--- config.mk ---
export PLATFORM = sky130hd
export DESIGN_NAME = alu_nibble_sequencer_flat
export DESIGN_NICKNAME = d
export VERILOG_FILES = /design/src/rtl/alu_seq_pkg.sv /design/src/rtl/alu_nibble_sequencer_if.sv /design/src/rtl/Circuit74181.sv /design/src/rtl/alu_nibble_sequencer.sv /design/src/flat_wrapper.sv
export SDC_FILE = /design/constraint.sdc
export NUM_CORES = 1
export LEC_CHECK = 0
export BUFFER_PORTS_ARGS = -buffer_cell sky130_fd_sc_hd__buf_4
export CAP_MARGIN = 20
export CORE_ASPECT_RATIO = 0.6
export CORE_MARGIN = 5
export CORE_UTILIZATION = 50
export DETAILED_ROUTE_END_ITERATION = 16
export GPL_TIMING_DRIVEN = 1
export PLACE_DENSITY_LB_ADDON = 0.3
export SKIP_CTS_REPAIR_TIMING = 1
export SYNTH_ARGS = -nofsm -noshare
export SYNTH_HDL_FRONTEND = slang
export SYNTH_SLANG_ARGS = --single-unit
--- constraint.sdc ---
create_clock -name clk -period 4.6 [get_ports clk]
set_input_delay 0.92 -clock clk [delete_from_list [all_inputs] [get_ports clk]]
set_output_delay 0.92 -clock clk [all_outputs]
set_load 0.02 [all_outputs]
--- src/rtl/alu_seq_pkg.sv ---
// Shared types and 74181 S-code constants for the nibble-serial ALU sequencer.
package alu_seq_pkg;

  typedef enum logic [1:0] {
    IDLE = 2'd0,
    RUN  = 2'd1,
    DONE = 2'd2
  } state_t;

  localparam logic [3:0] ALU_S_ADD = 4'b1001;
  localparam logic [3:0] ALU_S_SUB = 4'b0110;
  localparam logic [3:0] ALU_S_AND = 4'b1011;
  localparam logic [3:0] ALU_S_OR  = 4'b1110;
  // Same code as SUB; selects XOR when used with op_m = 1.
  localparam logic [3:0] ALU_S_XOR = 4'b0110;

endpackage

--- src/rtl/alu_nibble_sequencer_if.sv ---
// Request/response bus between the CPU control unit and the nibble-serial ALU sequencer.
interface alu_nibble_sequencer_if #(
  parameter int unsigned WIDTH = 8
);
  logic             req_valid;
  logic             req_ready;
  logic [3:0]       op_s;
  logic             op_m;
  logic             carry_in;
  logic [WIDTH-1:0] a;
  logic [WIDTH-1:0] b;
  logic             rsp_valid;
  logic             rsp_ready;
  logic [WIDTH-1:0] result;
  logic             carry_out;
  logic             half_carry;
  logic             zero;

  modport master (
    output req_valid, op_s, op_m, carry_in, a, b, rsp_ready,
    input  req_ready, rsp_valid, result, carry_out, half_carry, zero
  );

  modport slave (
    input  req_valid, op_s, op_m, carry_in, a, b, rsp_ready,
    output req_ready, rsp_valid, result, carry_out, half_carry, zero
  );
endinterface

--- src/rtl/Circuit74181.sv ---
// Combinational 4-bit 74181 ALU slice, active-high data; CNb/CN4b are active-low carries.
module Circuit74181 (
  input  logic [3:0] A,
  input  logic [3:0] B,
  input  logic [3:0] S,
  input  logic       M,
  input  logic       CNb,
  output logic [3:0] F,
  output logic       X,
  output logic       Y,
  output logic       AEB,
  output logic       CN4b
);
  logic [3:0] or_t;
  logic [3:0] and_t;
  logic [3:0] gen;
  logic [3:0] prop;
  logic [4:0] c;

  // Arithmetic result is or_t + and_t + cin; logic result is their XNOR.
  assign or_t  = A | (B & {4{S[0]}}) | (~B & {4{S[1]}});
  assign and_t = (A & ~B & {4{S[2]}}) | (A & B & {4{S[3]}});
  assign gen   = or_t & and_t;
  assign prop  = or_t | and_t;

  assign c[0] = ~CNb;
  assign c[1] = gen[0] | (prop[0] & c[0]);
  assign c[2] = gen[1] | (prop[1] & c[1]);
  assign c[3] = gen[2] | (prop[2] & c[2]);
  assign c[4] = gen[3] | (prop[3] & c[3]);

  assign F    = M ? ~(or_t ^ and_t) : (or_t ^ and_t ^ c[3:0]);
  assign CN4b = ~c[4];
  assign X    = ~(&prop);
  assign Y    = ~(gen[3] | (prop[3] & gen[2]) | (prop[3] & prop[2] & gen[1]) |
                  (prop[3] & prop[2] & prop[1] & gen[0]));
  assign AEB  = |F;
endmodule

--- src/rtl/alu_nibble_sequencer.sv ---
// Runs a WIDTH-bit ALU operation through one shared 74181 slice, one nibble per clock, LSB first.
module alu_nibble_sequencer
  import alu_seq_pkg::*;
#(
  parameter int unsigned WIDTH = 8
) (
  input  logic                  clk,
  input  logic                  reset,
  alu_nibble_sequencer_if.slave bus
);
  localparam int unsigned N  = WIDTH / 4;
  localparam int unsigned IW = (N > 1) ? $clog2(N) : 1;
  localparam logic [IW-1:0] LAST_IDX = IW'(N - 1);

  state_t state_q, state_d;

  logic [N-1:0][3:0] a_q;
  logic [N-1:0][3:0] b_q;
  logic [N-1:0][3:0] result_q;
  logic [3:0]        op_s_q;
  logic              op_m_q;
  logic              cnb_q;
  logic [IW-1:0]     idx_q;
  logic              zacc_q;
  logic              carry_q;
  logic              half_q;

  logic [3:0] slice_f;
  logic       slice_aeb;
  logic       slice_cn4b;
  logic       slice_x_unused;
  logic       slice_y_unused;

  Circuit74181 u_slice (
    .A    (a_q[idx_q]),
    .B    (b_q[idx_q]),
    .S    (op_s_q),
    .M    (op_m_q),
    .CNb  (cnb_q),
    .F    (slice_f),
    .X    (slice_x_unused),
    .Y    (slice_y_unused),
    .AEB  (slice_aeb),
    .CN4b (slice_cn4b)
  );

  always_ff @(posedge clk or posedge reset) begin
    if (reset) begin
      state_q <= IDLE;
    end else begin
      state_q <= state_d;
    end
  end

  always_comb begin
    state_d = state_q;
    case (state_q)
      IDLE:    if (bus.req_valid) state_d = RUN;
      RUN:     if (idx_q == LAST_IDX) state_d = DONE;
      DONE:    if (bus.rsp_ready) state_d = IDLE;
      default: state_d = IDLE;
    endcase
  end

  always_ff @(posedge clk or posedge reset) begin
    if (reset) begin
      a_q      <= '0;
      b_q      <= '0;
      result_q <= '0;
      op_s_q   <= '0;
      op_m_q   <= 1'b0;
      cnb_q    <= 1'b1;
      idx_q    <= '0;
      zacc_q   <= 1'b0;
      carry_q  <= 1'b0;
      half_q   <= 1'b0;
    end else begin
      case (state_q)
        IDLE: begin
          if (bus.req_valid) begin
            a_q      <= bus.a;
            b_q      <= bus.b;
            op_s_q   <= bus.op_s;
            op_m_q   <= bus.op_m;
            cnb_q    <= ~bus.carry_in;
            idx_q    <= '0;
            zacc_q   <= 1'b0;
            result_q <= '0;
          end
        end
        RUN: begin
          result_q[idx_q] <= slice_f;
          cnb_q           <= slice_cn4b;
          zacc_q          <= zacc_q | slice_aeb;
          idx_q           <= idx_q + IW'(1);
          // Carries are meaningless in logic mode, so report them as 0.
          if (idx_q == '0) half_q <= ~slice_cn4b & ~op_m_q;
          if (idx_q == LAST_IDX) carry_q <= ~slice_cn4b & ~op_m_q;
        end
        default: ;
      endcase
    end
  end

  assign bus.req_ready  = (state_q == IDLE);
  assign bus.rsp_valid  = (state_q == DONE);
  assign bus.result     = result_q;
  assign bus.carry_out  = carry_q;
  assign bus.half_carry = half_q;
  assign bus.zero       = (state_q == DONE) & ~zacc_q;
endmodule

--- src/flat_wrapper.sv ---
// flat-port wrapper written by rule: the top's interface ports become plain ports
module alu_nibble_sequencer_flat import alu_seq_pkg::*;
#(
  parameter int unsigned WIDTH = 8
)
  (clk, reset, bus_req_valid, bus_op_s, bus_op_m, bus_carry_in, bus_a, bus_b, bus_rsp_ready, bus_req_ready, bus_rsp_valid, bus_result, bus_carry_out, bus_half_carry, bus_zero);
  alu_nibble_sequencer_if #(.WIDTH(WIDTH)) bus_i ();
  input  logic clk;
  input  logic reset;
  input wire logic [$bits(bus_i.req_valid)-1:0] bus_req_valid;
  input wire logic [$bits(bus_i.op_s)-1:0] bus_op_s;
  input wire logic [$bits(bus_i.op_m)-1:0] bus_op_m;
  input wire logic [$bits(bus_i.carry_in)-1:0] bus_carry_in;
  input wire logic [$bits(bus_i.a)-1:0] bus_a;
  input wire logic [$bits(bus_i.b)-1:0] bus_b;
  input wire logic [$bits(bus_i.rsp_ready)-1:0] bus_rsp_ready;
  output wire logic [$bits(bus_i.req_ready)-1:0] bus_req_ready;
  output wire logic [$bits(bus_i.rsp_valid)-1:0] bus_rsp_valid;
  output wire logic [$bits(bus_i.result)-1:0] bus_result;
  output wire logic [$bits(bus_i.carry_out)-1:0] bus_carry_out;
  output wire logic [$bits(bus_i.half_carry)-1:0] bus_half_carry;
  output wire logic [$bits(bus_i.zero)-1:0] bus_zero;
  assign bus_i.req_valid = bus_req_valid;
  assign bus_i.op_s = bus_op_s;
  assign bus_i.op_m = bus_op_m;
  assign bus_i.carry_in = bus_carry_in;
  assign bus_i.a = bus_a;
  assign bus_i.b = bus_b;
  assign bus_i.rsp_ready = bus_rsp_ready;
  assign bus_req_ready = bus_i.req_ready;
  assign bus_rsp_valid = bus_i.rsp_valid;
  assign bus_result = bus_i.result;
  assign bus_carry_out = bus_i.carry_out;
  assign bus_half_carry = bus_i.half_carry;
  assign bus_zero = bus_i.zero;
  alu_nibble_sequencer #(.WIDTH(WIDTH)) u_core (.clk(clk), .reset(reset), .bus(bus_i));
endmodule
# [Word-level counts from Yosys, hierarchy flattened]
# Cells that the tools add are included.
[word_totals] register_bits=36 ram_bits=0 rom_bits=0 inputBits=26 output_inout_bits=13 memories=0 latch_bits=0 wordCells=82
[classes] order_cmp=2 add_sub_neg=1 reduce_logical=9 n_shift=0 n_mul=0 mux=19 n_bitwise=32 eq_ne=5 div=0
[ops] cell="$and 4x4->4" n=7
[ops] cell="$mux 4" n=6
[ops] cell="$or 4x4->4" n=4
[ops] cell="$pmux 8 s2" n=1
[ops] cell="$bwmux 8" n=1
[ops] cell="$mux 8" n=1
[ops] cell="$not 4->4" n=2
[ops] cell="$reduce_and 2->1" n=4
[ops] cell="$xor 4x4->4" n=2
[ops] cell="$and 1x1->1" n=6
[ops] cell="$mux 2" n=3
[ops] cell="$not 1->1" n=6
[ops] cell="$pmux 1 s2" n=3
[ops] cell="$pmux 2 s3" n=1
[ops] cell="$or 1x1->1" n=5
[ops] cell="$demux 4 s1" n=1
[ops] cell="$ne 2x2->1 const B" n=2
[ops] cell="$reduce_or 4->1" n=1
[ops] cell="$reduce_and 3->1" n=1
[ops] cell="$eq 2x1->1 const B" n=1
[ops] cell="$eq 2x2->1 const B" n=1
[ops] cell="$logic_not 2->1" n=1
[ops] cell="$lt 1x2->1 const B" n=1
[ops] cell="$mux 1" n=2
[ops] cell="5 further kinds" n=5

# [Longest topological paths before layout]
# Gate-level depths: netlist (run 1).
[logic_depth] ltp_word=18 mapped_depth=12 mapped_depth_nobuf=11

# [Modules after synthesis]
# From an unflattened synthesis (run 1), not the netlist that was laid out.
[unflattened] hier_cells=178 hier_area_um2=2031.9
[by_module_without_submodules] module="alu_nibble_sequencer" n_inst=1 area_each_um2=1591.5 cells_each=127 seq_area_each_um2=902.1
[by_module_without_submodules] module="Circuit74181" n_inst=1 area_each_um2=440.4 cells_each=51 seq_area_each_um2=0.0

# [Worst setup path before layout (run 1)]
# No wires, ideal clock.
[synth_path] path_kind="reg2reg" start="reg u_core.idx_q" end="reg u_core.zacc_q" path_buffers=1 path_stages_with_launch=13 setup_ns=0.122 required_time_ns=4.478 synth_period_minus_slack_ns=3.176 slack_ns=1.424 arrival_time_ns=3.055 path_cell_list="dfrtp_1 > buf_6 > mux2i_1 > mux2i_1 > nor2_1 > fa_1 > fa_1 > inv_1 > fa_1 > fa_1 > nand2_1 > or4_1 > a32o_1"
[synth_between] elab_chain_len=18 word_cells_on_any_way=29 cone_classes="mux (6); bitwise (22); reduce/logical (1)"
[synth_rtl] element="start: declaration" line_no="alu_nibble_sequencer.sv:23" rtl="logic [IW-1:0] idx_q;"
[synth_rtl] element="start signal: assignment" line_no="alu_nibble_sequencer.sv:95" rtl="idx_q <= idx_q + IW'(1);"
[synth_rtl] element="$mux 4 (implied by the code) (2 in a row)" line_no="alu_nibble_sequencer.sv:36" rtl=".B (b_q[idx_q]),"
[synth_rtl] element="$not 4->4" line_no="Circuit74181.sv:21, Circuit74181.sv:22"
[synth_rtl] element="$and 4x4->4 (2 in a row)" line_no="Circuit74181.sv:22" rtl="assign and_t = (A & ~B & {4{S[2]}}) | (A & B & {4{S[3]}});"
[synth_rtl] element="$or 4x4->4" line_no="Circuit74181.sv:22"
[synth_rtl] element="$or 4x4->4" line_no="Circuit74181.sv:24" rtl="assign prop = or_t | and_t;"
[synth_rtl] element="$and 1x1->1" line_no="Circuit74181.sv:27" rtl="assign c[1] = gen[0] | (prop[0] & c[0]);"
[synth_rtl] element="$or 1x1->1" line_no="Circuit74181.sv:27"
[synth_rtl] element="$and 1x1->1" line_no="Circuit74181.sv:28" rtl="assign c[2] = gen[1] | (prop[1] & c[1]);"
[synth_rtl] element="$or 1x1->1" line_no="Circuit74181.sv:28"
[synth_rtl] element="$and 1x1->1" line_no="Circuit74181.sv:29" rtl="assign c[3] = gen[2] | (prop[2] & c[2]);"
[synth_rtl] element="$or 1x1->1" line_no="Circuit74181.sv:29"
[synth_rtl] element="$xor 4x4->4" line_no="Circuit74181.sv:32" rtl="assign F = M ? ~(or_t ^ and_t) : (or_t ^ and_t ^ c[3:0]);"
[synth_rtl] element="$mux 4 *" line_no="Circuit74181.sv:32"
[synth_rtl] element="$reduce_or 4->1 *" line_no="Circuit74181.sv:37" rtl="assign AEB = |F;"
[synth_rtl] element="$or 1x1->1 *" line_no="alu_nibble_sequencer.sv:94" rtl="zacc_q <= zacc_q | slice_aeb;"
[synth_rtl] element="$pmux 1 s2 *" line_no="alu_nibble_sequencer.sv:78" rtl="case (state_q)"
[synth_rtl] element="end signal: assignment" line_no="alu_nibble_sequencer.sv:94"
[synth_rtl] element="end: declaration" line_no="alu_nibble_sequencer.sv:24" rtl="logic zacc_q;"
# Mark *: on every way between the ends. The rest lies on a longest branch, timed or not. The select of a mux whose other input is x is not followed.
# A chain may end at the register's enable or synchronous reset.

# [Worst setup path after layout (run 1)]
# Ends and elaborated chain as after synthesis.

==> summary.md, run 1 <==
| Metric | Value |
|---|---|
| Share of cells above drive strength 1 | `0.386` |
| Post-route insts no fill | `236` |
| Dpl ws | `1.04 ns` |
| Ys Warns | `0` |
| First-pass GRT wire length | `6430 um` |
| Iteration-0 DRC Markers | `23` |
| Clk network pwr share | `0.112` |
| Leakage | `1.13 nW` |
| Cts bufs inserted | `5` |
| Vias in the first global route | `1,340` |
| Final hold slack | `0.508 ns` |
| Initial antenna violation count | `0` |
| Cell count after synthesis | `148` |
| Critical path buffers and inverters | `1` |
| CP delay by family, top | `adder cells` |
| Vias/cell | `5.36` |
| Htree depth | `2` |
| Core box area | `3700 um^2` |
| Clock tree buffer depth | `2` |
| TritonCTS clock tree | `done` |
| Hold crit path type | `reg2reg` |
| Io pins | `39` |
| FP Rows | `17` |
| Critical path class | `reg2reg` |
| Final net count | `222` |
| Hold Startpoint | `u_core.bus.carry_out` |
| Post-Syn Nets | `182` |
| CP max stage cell | `dfrtp_1` |
| Sw Share | `0.414` |
| Fill count | `304` |
| Worst-Margin Slew | `0.637 ns` |
| Crit path from | `u_core.idx_q` |
| Power Density | `833 nW/um^2` |
| Sequential share of power | `0.323` |
| Crit path launch type | `flop` |
| CP Capture Type | `flop` |
| Max Clk Rate | `0.279 GHz` |
| Crit path largest cell delay | `0.75 ns` |
| Die Y-Extent | `58.1 um` |
| Total GRT Usage | `0.156` |
| Via count | `1,265` |
| Multi-input combinational cell area | `926 um^2` |
| Setup TNS | `0 ns` |
| Crit path time final | `3.59 ns` |
| CTS sink count | `36` |
| PortBufs | `38` |
| Post-synth EDFFs | `0` |
| Ys async rst share | `1.00` |
| Post-synth top flop | `dfrtp_1` |
| Synth Register Bits | `36` |
| Distinct cell type count after synthesis | `27` |
| Tcrit/Tclk final | `0.780` |
| Initial Util | `0.522` |
| Unrepaired setup endpoints after global routing | `no` |
| Worst-path clk slew | `0.07 ns` |
| Sequential share of the synthesized area | `0.467` |
| Routed WL per cell | `16.1 um` |
| Slew headroom | `0.576` |
| Diode count | `0` |
| Post-route core utilization | `0.621` |
| Die area | `5240 um^2` |
| Worst skew pair latency | `0.29 ns` |
| CP max FO | `12` |
| P_int | `1.12 mW` |
| Outcome | `finished, final reports clean` |
| Post-route DRC | `0` |
| Sw Pwr | `0.792 mW` |
| WL final | `3810 um` |
| Worst vdd ir | `0.323 mV` |
| Most used cell, CP | `fa_1` |
| Placed insts | `228` |
| Drt pass-1 iters | `4` |
| Critical path required time | `4.78 ns` |
| Reg-to-reg startpoint | `u_core.idx_q` |
| Register area | `902 um^2` |
| Max-Cap Viols | `0` |
| Gr ovfl total | `0` |
| Dpl hpwl | `2850 um` |
| Max-slew violations | `0` |
| GPL Wtd Cong | `0.918` |
| Critical path data arrival time | `3.77 ns` |
| Final setup violation count | `0` |
| Pin count of the biggest net entering global routing | `37` |
| Post-synthesis cell area | `1930 um^2` |
| Synth-to-layout area growth | `19.1%` |
| Final ANT Viol Nets | `0` |
| CP cell instances | `mux2i_1, mux2i_1, nor2_1, fa_1, fa_1, inv_1, fa_1, fa_1, nand2_1, or4_1, a32o_1` |
| Syn Area/Cell | `13.0 um^2` |
| Clock skew | `0.00952 ns` |
| Final Hold Vio Count | `0` |
| Final worst-path setup slack | `1.01 ns` |
| Die width | `90.2 um` |
| Gate power share | `0.565` |
| Clk root buf | `clkbuf_8` |
[cells by family after synthesis]
group,count (synthesis),synth area share
AOI/OAI and AO/OA,14,0.0577
adders and majority gates,8,0.0674
buffers and inverters,15,0.0531
DFF,36,0.467
muxes,42,0.255
and+or+nand+nor,33,0.0992
[final timing paths]
path / to / slack (ns) / depth (start not counted)
max: u_core.zacc_q / 1.01 / 11
min: u_core.bus.carry_out / 0.51 / 2
max reg2reg: u_core.zacc_q / 1.01 / 11
min reg2reg: u_core.bus.carry_out / 0.51 / 2
max in group asynchronous: u_core.cnb_q / 3.53 / 3
min in group asynchronous: u_core.a_q[2] / 0.73 / 3
[worst register-to-register path: stages (launching register included)]
cell,delay (ns)
dfrtp_1,0.75
mux2i_1,0.38
mux2i_1,0.12
nor2_1,0.19
fa_1,0.22
fa_1,0.16
inv_1,0.05
fa_1,0.38
fa_1,0.51
nand2_1,0.06
or4_1,0.40
a32o_1,0.26
[flip-flops by register name, indices dropped and copies added (netlist names)]
signal	cells
u_core.a_q	8
u_core.b_q	8
u_core.bus.carry_out	1
u_core.bus.half_carry	1
u_core.bus.result	8
u_core.cnb_q	1
u_core.idx_q	1
u_core.op_m_q	1
u_core.op_s_q	4
u_core.state_q	2
u_core.zacc_q	1
[power by group through the flow]
| stage | registers (mW) | logic (mW) | clock network (mW) |
|---|---|---|---|
| after floorplan | 0.579 | 0.861 | 0 |
| after global placement | 0.613 | 1.02 | 0 |
| after detailed placement | 0.618 | 1.08 | 0 |
| after CTS | 0.616 | 1.08 | 0.219 |
| after global routing | 0.640 | 1.19 | 0.231 |
| final | 0.618 | 1.08 | 0.214 |
[per-layer routing]
metal / track usage / wire (um)
met1: 0.204 / 1830
met2: 0.239 / 1660
met3: 0.0597 / 250
met4: 0.0594 / 64
met5: 0 / 0
[stage by stage]
stage | power (mW) | area [um^2]
finish | 1.91 | 2300
global route | 2.06 | 2300
CTS | 1.92 | 2300
detailed placement | 1.69 | 2220
global placement | 1.63 | 2220
floorplan | 1.44 | 1930
[cell usage after synthesis, types with 2 or more instances]
cell type / number / area, um^2
and2_1: 2 / 12.5
mux2_2: 12 / 135
dfrtp_1: 35 / 876
mux2i_2: 2 / 27.5
mux2_4: 10 / 150
ha_1: 4 / 50.1
inv_1: 8 / 30.0
buf_6: 6 / 67.6
nand2b_1: 3 / 18.8
o21ai_0: 3 / 15.0
nand2_1: 9 / 33.8
or2_1: 2 / 12.5
fa_1: 4 / 80.1
nor3b_4: 2 / 37.5
a22o_1: 8 / 70.1
mux2i_1: 18 / 180
nor2_1: 10 / 37.5
[cell usage in the layout, fill, tap and decap left out, drive strengths merged]
cell type / instances
a22o: 8
a22oi: 1
a32o: 1
and2: 2
and3b: 1
and4: 1
buf: 40
clkbuf: 7
clkinv: 1
dfrtp: 35
dfstp: 1
fa: 4
ha: 4
inv: 8
mux2: 22
mux2i: 20
nand2: 9
nand2b: 3
nand3b: 1
nor2: 10
nor2b: 1
nor3b: 2
o21ai: 3
o22a: 1
or2: 2
or4: 1
[area by class of cell]
type,instances,area share
Clock inverter,1,0.00218
Tap cell,47,0.0256
Clock buffer,7,0.0332
Sequential cell,36,0.392
Multi-Input combinational cell,97,0.403
Timing Repair Buffer,40,0.131
Inverter,8,0.0131
(Power assumes the default switching activity.)
==> inputs of run 2 (changes only) <==
clock period = 3.6 ns   (was 4.6 ns; I/O delays follow)
==> summary.md, run 2 (synthesis results as in run 1) <==
| Metric | Value |
|---|---|
| Outcome | `finished, final reports clean` |
| Worst vdd ir | `0.503 mV` |
| Drt pass-1 iters | `4` |
| Worst skew pair latency | `0.29 ns` |
| WL final | `4090 um` |
| Die area | `5240 um^2` |
| CP max FO | `11` |
| Critical path data arrival time | `3.50 ns` |
| Share of cells above drive strength 1 | `0.395` |
| Gr ovfl total | `0` |
| Pin count of the biggest net entering global routing | `37` |
| Max Clk Rate | `0.301 GHz` |
| Crit path time final | `3.32 ns` |
| Via count | `1,286` |
| Routed WL per cell | `17.2 um` |
| Leakage | `1.13 nW` |
| Die width | `90.2 um` |
| CP cell instances | `buf_4, mux2i_1, mux2i_1, nor2_1, fa_1, inv_1, fa_1, fa_1, nand2_1, or4_1, a32o_1` |
| Final ANT Viol Nets | `0` |
| Clock skew | `0.00870 ns` |
| Vias/cell | `5.43` |
| GPL Wtd Cong | `0.888` |
| Total GRT Usage | `0.159` |
| Max-Cap Viols | `0` |
| Clock tree buffer depth | `2` |
| Synth-to-layout area growth | `20.1%` |
| Final setup violation count | `0` |
| Dpl hpwl | `3040 um` |
| Max-slew violations | `0` |
| Diode count | `0` |
| Core box area | `3700 um^2` |
| Most frequent cells in the layout | `41 x buf_4, 35 x dfrtp_1, 18 x mux2i_1, 12 x mux2_2` |
| Critical path required time | `3.78 ns` |
| CP max stage cell | `fa_1` |
| Final Hold Vio Count | `0` |
| Worst-path clk slew | `0.08 ns` |
| Clk root buf | `clkbuf_8` |
| Hold crit path type | `reg2reg` |
| Initial Util | `0.522` |
| CTS sink count | `36` |
| PortBufs | `38` |
| Die Y-Extent | `58.1 um` |
| Slew headroom | `0.700` |
| First-pass GRT wire length | `6550 um` |
| Crit path launch type | `flop` |
| Unrepaired setup endpoints after global routing | `no` |
| Total power | `2.54 mW` |
| FP Rows | `17` |
| Final net count | `223` |
| Vias in the first global route | `1,400` |
| Crit path largest cell delay | `0.56 ns` |
| Tcrit/Tclk final | `0.922` |
| Iteration-0 DRC Markers | `99` |
| Post-route DRC | `0` |
| Cts bufs inserted | `5` |
| TritonCTS clock tree | `done` |
| Initial antenna violation count | `0` |
| Critical path class | `reg2reg` |
| Htree depth | `2` |
| Power Density | `1090 nW/um^2` |
| Commonest non-fill, non-tap cell in the layout | `buf_4` |
| Worst-Margin Slew | `0.451 ns` |
| CP Capture Type | `flop` |
| Most used cell, CP | `fa_1` |
| Io pins | `39` |
| Setup TNS | `0 ns` |
[run 2: where the power goes]
group          switching (mW)  leakage, nW  total, mW  internal (mW)
clock                   0.143       0.0445      0.298          0.155
sequential              0.170        0.437      0.768          0.598
combinational           0.749        0.653       1.47          0.720
[run 2: final timing paths]
path / from / to / slack (ns) / depth (start not counted)
max in group asynchronous: reset / u_core.cnb_q / 2.73 / 3
max: u_core.idx_q / u_core.zacc_q / 0.28 / 11
max reg2reg: u_core.idx_q / u_core.zacc_q / 0.28 / 11
min: u_core.bus.carry_out / u_core.bus.carry_out / 0.49 / 2
min reg2reg: u_core.bus.carry_out / u_core.bus.carry_out / 0.49 / 2
min in group asynchronous: reset / u_core.a_q[6] / 0.53 / 3
[run 2: stage by stage]
stage                      util  hold slack (ns)  setup slack, ns  cells  area, um^2
after floorplan               -            0.466            0.424    148        1930
after global routing      0.626            0.519            0.110    237        2320
after detailed placement  0.601            0.475            0.333    229        2220
after global placement    0.601            0.469            0.523    229        2220
final                     0.626            0.485            0.281    237        2320
after CTS                 0.626            0.494            0.304    237        2320
[run 2: final cells by class]
type | instances | area [um^2]
timing repair buffer | 41 | 308
sequential | 36 | 902
clock buffer | 7 | 86.3
tap | 47 | 58.8
fill | 278 | 1380
clock inverter | 1 | 7.51
multi-input combinational | 97 | 926
inverter | 8 | 30.0
[run 2: metal layers]
metal,track usage,share of wire,up-vias,wire [um]
met5,0,0,-,0
met4,0.0510,0.011,0,46
met3,0.0506,0.059,7,242
li1,-,-,593,-
met1,0.201,0.46,647,1890
met2,0.265,0.47,39,1910
[run 2: worst max-delay path: cells and delay by family, from the launching register on]
kind	cells	cell delay [ns]
adder cells (fa/ha/maj)	3	1.17
AND/OR/NAND/NOR	3	0.69
multiplexers	2	0.43
flip-flops	1	0.37
buffers and inverters	2	0.29
AO/OA/AOI/OAI	1	0.26
